**src/rtl/mem_stage.sv**
```systemverilog
// mem_stage: MEM stage of the 5-stage RV32I pipeline (between ex_mem_regs and mem_wb_regs).
// Issues data-memory requests and holds each one until dmem_resp. Formats load
// data and store data/byte enables, and stalls the pipeline while an access is
// outstanding.
// Ports:
//   clk, rst                 clock and synchronous active-high reset
//   valid_i, mem_read_i,     EX/MEM slot contents: valid flag, load/store flags,
//   mem_write_i, funct3_i,   width/sign encoding, byte address, store data
//   alu_out_i, rs2_data_i
//   advance_i                whole pipeline advances this cycle
//   dmem_rdata, dmem_resp    memory read data and completion strobe
//   dmem_read, dmem_write,   memory request, word address, lane-replicated
//   dmem_address,            store data, byte enables
//   dmem_wdata, dmem_mbe
//   mem_data_out_o           formatted load data (0 for non-loads)
//   stall_o                  MEM stage not finished this cycle
//   misaligned_o             misaligned access; no request issued
//   mem_stall_cycles_o       saturating count of stalled cycles
module mem_stage #(
    parameter int unsigned STALL_CNT_W = 32
) (
    input  logic                   clk,
    input  logic                   rst,
    input  logic                   valid_i,
    input  logic                   mem_read_i,
    input  logic                   mem_write_i,
    input  logic [2:0]             funct3_i,
    input  logic [31:0]            alu_out_i,
    input  logic [31:0]            rs2_data_i,
    input  logic                   advance_i,
    input  logic [31:0]            dmem_rdata,
    input  logic                   dmem_resp,
    output logic                   dmem_read,
    output logic                   dmem_write,
    output logic [31:0]            dmem_address,
    output logic [31:0]            dmem_wdata,
    output logic [3:0]             dmem_mbe,
    output logic [31:0]            mem_data_out_o,
    output logic                   stall_o,
    output logic                   misaligned_o,
    output logic [STALL_CNT_W-1:0] mem_stall_cycles_o
);

    typedef enum logic [1:0] {IDLE, BUSY, HOLD} state_t;

    state_t                 state_q, state_d;
    logic [31:0]            held_q;
    logic [STALL_CNT_W-1:0] stall_cnt_q;

    logic [1:0]  lane;
    logic [31:0] byte_shift, half_shift, fmt_data;
    logic [3:0]  store_mbe;
    logic [31:0] store_wdata;
    logic        acc, req;

    assign lane = alu_out_i[1:0];

    // Alignment check and access qualification
    always_comb begin
        misaligned_o = 1'b0;
        if (valid_i && (mem_read_i || mem_write_i)) begin
            if (funct3_i == 3'b001 || (funct3_i == 3'b101 && mem_read_i))
                misaligned_o = alu_out_i[0];
            else if (funct3_i == 3'b010)
                misaligned_o = (lane != 2'b00);
        end
        acc = valid_i && (mem_read_i || mem_write_i) && !misaligned_o;
    end

    // Load data formatting from the addressed byte lane / half
    always_comb begin
        byte_shift = dmem_rdata >> {lane, 3'b000};
        half_shift = dmem_rdata >> {alu_out_i[1], 4'b0000};
        case (funct3_i)
            3'b000:  fmt_data = {{24{byte_shift[7]}}, byte_shift[7:0]};
            3'b100:  fmt_data = {24'h000000, byte_shift[7:0]};
            3'b001:  fmt_data = {{16{half_shift[15]}}, half_shift[15:0]};
            3'b101:  fmt_data = {16'h0000, half_shift[15:0]};
            3'b010:  fmt_data = dmem_rdata;
            default: fmt_data = 32'h0;
        endcase
    end

    // Store byte enables and lane-replicated write data
    always_comb begin
        store_mbe   = 4'b0000;
        store_wdata = 32'h0;
        case (funct3_i)
            3'b000: begin
                store_mbe   = 4'b0001 << lane;
                store_wdata = {4{rs2_data_i[7:0]}};
            end
            3'b001: begin
                store_mbe   = 4'b0011 << lane;
                store_wdata = {2{rs2_data_i[15:0]}};
            end
            3'b010: begin
                store_mbe   = 4'hF;
                store_wdata = rs2_data_i;
            end
            default: ;
        endcase
    end

    // State register, held load data and stall counter
    always_ff @(posedge clk) begin
        if (rst) begin
            state_q     <= IDLE;
            held_q      <= 32'h0;
            stall_cnt_q <= '0;
        end else begin
            state_q <= state_d;
            if (req && dmem_resp)
                held_q <= mem_read_i ? fmt_data : 32'h0;
            if (stall_o && !(&stall_cnt_q))
                stall_cnt_q <= stall_cnt_q + STALL_CNT_W'(1);
        end
    end

    // Next state and request outputs; HOLD keeps a completed access from re-issuing
    always_comb begin
        state_d        = state_q;
        req            = 1'b0;
        dmem_read      = 1'b0;
        dmem_write     = 1'b0;
        dmem_mbe       = 4'b0000;
        dmem_wdata     = 32'h0;
        stall_o        = 1'b0;
        mem_data_out_o = (valid_i && mem_read_i) ? fmt_data : 32'h0;
        case (state_q)
            IDLE: begin
                req = acc;
                if (acc)
                    state_d = dmem_resp ? (advance_i ? IDLE : HOLD) : BUSY;
            end
            BUSY: begin
                req = 1'b1;
                if (dmem_resp)
                    state_d = advance_i ? IDLE : HOLD;
            end
            HOLD: begin
                mem_data_out_o = held_q;
                if (advance_i)
                    state_d = IDLE;
            end
            default: state_d = IDLE;
        endcase
        if (req) begin
            dmem_read  = mem_read_i;
            dmem_write = mem_write_i;
            dmem_mbe   = mem_read_i ? 4'hF : store_mbe;
            dmem_wdata = mem_write_i ? store_wdata : 32'h0;
            stall_o    = !dmem_resp;
        end
    end

    assign dmem_address       = {alu_out_i[31:2], 2'b00};
    assign mem_stall_cycles_o = stall_cnt_q;

endmodule

```
**config.mk**
```make
export PLATFORM = sky130hd
export DESIGN_NAME = mem_stage
export DESIGN_NICKNAME = d
export VERILOG_FILES = /design/src/rtl/mem_stage.sv
export SDC_FILE = /design/constraint.sdc
export NUM_CORES = 1
export LEC_CHECK = 0
export BUFFER_PORTS_ARGS = -buffer_cell sky130_fd_sc_hd__buf_2
export CORE_UTILIZATION = 42
export CTS_CLUSTER_SIZE = 20
export DETAILED_ROUTE_END_ITERATION = 10
export GPL_TIMING_DRIVEN = 0
export PLACE_DENSITY_LB_ADDON = 0.08
export SYNTH_ARGS = -nofsm -noshare
export SYNTH_HDL_FRONTEND = slang
export SYNTH_SLANG_ARGS = --single-unit
```
**constraint.sdc**
```tcl
create_clock -name clk -period 2.4 [get_ports clk]
set_input_delay 0.24 -clock clk [delete_from_list [all_inputs] [get_ports clk]]
set_output_delay 0.24 -clock clk [all_outputs]
set_load 0.01 [all_outputs]
```
# [Word level (Yosys, flattened, before mapping)]
# Cells that the tools add are included.
[totals] register_bits=66 in_bits=106 output_inout_bits=136 word_cells=56
[op_classes] n_addsub=1 eq_ne=9 shift=4 mux=23 reduce_logical=16
[op_table] op="$mux W32" n=5
[op_table] op="$pmux W32 S5" n=1
[op_table] op="$pmux W32 S3" n=1
[op_table] op="$add A32 B1 Y32 const B" n=1
[op_table] op="$reduce_and A32 Y1" n=1
[op_table] op="$shr A32 B5 Y16" n=1
[op_table] op="$shr A32 B5 Y8" n=1
[op_table] op="$pmux W4 S3" n=1
[op_table] op="$mux W2" n=5
[op_table] op="$mux W4" n=2
[op_table] op="$eq A3 B3 Y1 const B" n=2
[op_table] op="$logic_and A1 B1 Y1" n=6
[op_table] op="$mux W1" n=6
[op_table] op="$ne A2 B2 Y1 const B" n=3
[op_table] op="$pmux W2 S3" n=1
[op_table] op="$shl A1 B2 Y4 const A" n=1
[op_table] op="$shl A2 B2 Y4 const A" n=1
[op_table] op="$eq A3 B1 Y1 const B" n=1
[op_table] op="$eq A3 B2 Y1 const B" n=1
[op_table] op="$logic_not A1 Y1" n=3
[op_table] op="$logic_not A3 Y1" n=1
[op_table] op="$reduce_and A3 Y1" n=1
[op_table] op="$eq A2 B1 Y1 const B" n=1
[op_table] op="$eq A2 B2 Y1 const B" n=1
[op_table] op="4 further kinds" n=5

# [Depth between registers and ports, before layout]
[depth] depth_word=10 depth_mapped=10 mapped_depth_nobuf=7

# [Worst setup path after synthesis]
# Ideal clock, no wire load.
[synth_path] path_type="register to register" from="register stall_cnt_q[0], in the netlist mem_stall_cycles_o[0]" to="register stall_cnt_q[22], in the netlist mem_stall_cycles_o[22]" setup_time_ps=121 arrival_time_ps=2065 t_required_ps=2279 slack_ps=214 path_stages_with_launch=8 n_path_buf=0 period_less_slack_ps=2186 cell_sequence="dfxtp_1 ha_1 nand2_1 or2_2 a2111oi_2 nand3_2 nor4_1 mux2_2"
[synth_between] elab_chain_cells=3 word_cells_on_any_way=4 classes_between="add/sub (1); reduce/logical (3)"
[synth_lines] item="start: declaration" line_no="48" text="logic [STALL_CNT_W-1:0] stall_cnt_q;"
[synth_lines] item="start signal: assignment" line_no="116" text="stall_cnt_q <= stall_cnt_q + STALL_CNT_W'(1);"
[synth_lines] item="branches (longest 3 deep; another with $add A32 B1 Y32)"
# Parallel ways; which one is timed is not known.
# A chain may end at the register's enable or synchronous reset.

# [Final worst setup path]
[layout_path] from="register state_q[1]" to="output mem_data_out_o[1]"
[layout_between] elab_chain_cells=2
[layout_lines] item="start: declaration" line_no="46" text="state_t state_q, state_d;"
[layout_lines] item="start signal: assignment" line_no="112" text="state_q <= state_d;"
[layout_lines] item="$eq A2 B2 Y1" line_no="130" text="case (state_q)"
[layout_lines] item="$mux W32" line_no="130"
[layout_lines] item="end: declaration" line_no="38" text="output logic [31:0] mem_data_out_o,"
# Every way passes these cells.

==> qor.txt <==
Number of synthesized flops with an enable pin: 0
Summed instance area of the synthesized netlist: 0.00468 mm²
Most common library cells after synthesis: sky130_fd_sc_hd__a21oi_1, sky130_fd_sc_hd__dfxtp_1, sky130_fd_sc_hd__nor2_1, sky130_fd_sc_hd__nand2_1, sky130_fd_sc_hd__o21ai_0
Average vias per placed instance: 5.70
Post-layout total power: 2.77 mW
Cell chain of the critical path: clkinvlp_4 -> nor2_4 -> clkbuf_2 -> nand2_1 -> o21ai_0 -> buf_2
Startpoint of the most critical hold path: advance_i
Yosys top cell area share: 0.282
Clock transition at the registers of the reported paths: 80 ps
Count of final hold-check violations: 0
Nets: 948
Total power density per cell area: 448 mW/mm²
Initial DRT Pass Iterations: 5
Detail-routed net length per standard cell: 16.9 µm
Final non-filler cell total: 986
Kind of capture point of the worst setup path: output port
Largest cells by area after synthesis: sky130_fd_sc_hd__dfxtp_1, sky130_fd_sc_hd__a21oi_1, sky130_fd_sc_hd__buf_4, sky130_fd_sc_hd__o21ai_0, sky130_fd_sc_hd__nor2_1
Total cell area at the placement stage: 0.00587 mm²
Leftover overflow at the end of global routing: 0
Ratio of cells with drive above 1 in the final layout: 0.382
Pin count of the biggest net entering global routing: 12
Buffer cell driving the clock tree root: sky130_fd_sc_hd__clkbuf_8
Aggregate global-route resource usage: 0.276
Final period demand of the worst path: 2300 ps
Biggest area consumer among synthesized cells: sky130_fd_sc_hd__dfxtp_1
Die boundary width: 108 µm
Area overhead of the layout relative to synthesis: 31.9%
Synthesized-area fraction occupied by adder cells: 0.00267
Critical Setup Path Class: reg2out
Count of clock tree sinks: 66
Overall die area: 0.0116 mm²
Synthesized-area fraction occupied by xor and xnor cells: 0.00748
Number of register bits inferred by synthesis: 66
Dominant combinational cell family by area after synthesis: compound AO/OA/AOI/OAI gates
Most frequent cell after synthesis: sky130_fd_sc_hd__a21oi_1
RD Place Congestion: 0.890
Setup violations, final: 0
Max frequency: 435 MHz
CP Data Required Time: 2160 ps
Critical path launch point: state_q[1]
Synth Warn #: 0
Number of vias in the routed layout: 5622
CTS H-tree lvls: 3
Compound-cell area share of the yosys netlist: 0.280
Period Utilization, post-route: 0.958
Slew Viols, Final: 0
Most used DFF post-synth: sky130_fd_sc_hd__dfxtp_1
Area of all placed cells without fillers: 0.00618 mm²
Data arrival time of the critical path: 2060 ps
Portion of the post-synthesis area used by sequential elements: 0.282
Hold Crit Class: in2reg
Core Footprint: 0.0108 mm²
Peak per-stage delay on the critical path: 460 ps
Final Routed Wirelength: 16.7 mm
Number of clock buffers inserted by TritonCTS: 9
Status: complete, no violations
Fin util: 0.570
Detail Placement HPWL: 12.7 mm
CTS tree: yes
Relative slew slack: 0.444
Vias in the first global route: 5008
Antenna violations before repair: 0
Clock buffer depth: 2
MaxCap Viol Count: 0
Number of I/O port buffers: 201
Top-Level Pins: 242
Basic-gate share of the synthesized area counting and, or, nand and nor cells: 0.272
Instance count after placement with tap cells included: 966
Hold buffers post-CTS: 0
Highest-delay cell along the critical path: sky130_fd_sc_hd__dfxtp_1
Global-route wire length before repair: 25.3 mm
Height of the die: 108 µm
Clock insertion delay at the later pin of the skew report: 360 ps
Mux contribution to synthesized area: 0.0411
Initial standard-cell utilization of the core: 0.432
Number of design-rule violations left by the first detailed-router iteration: 313
Async S/R FF share, synth: 0
Antenna Cells: 0
Worst IR Drop VDD: 0.309 mV
Antenna viol nets, final: 0
Number of standard-cell rows in the floorplan: 38
Highest net fanout along the worst path: 10
R2r startpoint: mem_stall_cycles_o[16]
Average instance area after synthesis: 7.51 µm²
Clock Skews: 9.36 ps
DRC violations left: 0
Count of distinct cell types in the synthesized netlist: 59
Synth Instances: 624
Static leakage power: 2.71 nW
Critical path launch point type: register
Worst Max-Slew Pin Slew: 828 ps
## critical path: cells and delay by family (launching register included)
kind            cells  cell delay, ps
compound gates      1             130
buf+inv             3             780
flops               1             460
simple gates        2             330
## layer usage
metal,track usage,vias to the layer above,part of all wire
li1,-,2664,-
met1,0.368,2637,0.43
met2,0.449,289,0.46
met3,0.0400,32,0.078
met4,0.106,0,0.024
met5,0,-,0
## final cells by class
class,instances,area [µm²]
multi-input cells,460,2890
fillers,1075,4660
inverters,21,82.6
plain buffers,78,465
flip-flops and latches,66,1330
clock inverters,4,50.0
clock buffers,12,155
repair buffers,205,1040
well taps,140,175
## worst paths after layout
| check | endpoint | slack, ps | cells past startpoint |
|---|---|---|---|
| setup / recovery | mem_data_out_o[1] | 100 | 6 |
| hold / removal | state_q[1] | 40 | 2 |
| setup reg to reg | mem_stall_cycles_o[29] | 150 | 7 |
| hold reg to reg | held_q[18] | 450 | 2 |
## layout by cell type (no fill, tap or decap), drive strengths merged, types with 10 or more instances in the layout
cell,n
buf,251
a21oi,73
dfxtp,66
nor2,56
nand2,48
o21ai,47
clkbuf,44
and2,26
or3,23
inv,19
nand3,18
nor2b,16
a22oi,16
mux2,13
nand2b,11
o22ai,10
o32a,10
## power breakdown
part	total (mW)	internal, mW	switching, mW
registers	1.12	1.11	0.0101
logic	0.634	0.261	0.373
clock network	1.01	0.536	0.479
total	2.77	1.91	0.862
## kinds of logic after synthesis
| family | after synthesis |
|---|---|
| and+or+nand+nor | 237 |
| buffers and inverters | 100 |
| AOI/OAI and AO/OA | 199 |
| adders and majority gates | 1 |
| xor gates and xnor gates | 4 |
| DFF | 66 |
| other | 1 |
| muxes | 16 |
## registers in the layout (all words and copies together) (netlist names)
| name | cells |
|---|---|
| held_q | 32 |
| mem_stall_cycles_o | 32 |
| state_q | 2 |
## what timing repair did
action / in CTS / in global routing
setup endpoints to repair: 26 / 51
pin swaps: 1 / 5
gates cloned: 0 / 1
buffers inserted: 1 / 3
gates resized for setup: 5 / 24
## stage by stage
step	worst slack, ps	TNS (ps)	hold slack, ps
after floorplan	214	0	318
after global placement	-200	-1490	407
after detailed placement	-210	-1700	412
after CTS	-0.0133	-0.0133	40.5
after global routing	-11.3	-11.3	35.9
final	99.7	0	40.9
No activity file was read; power rests on OpenSTA's default activity.
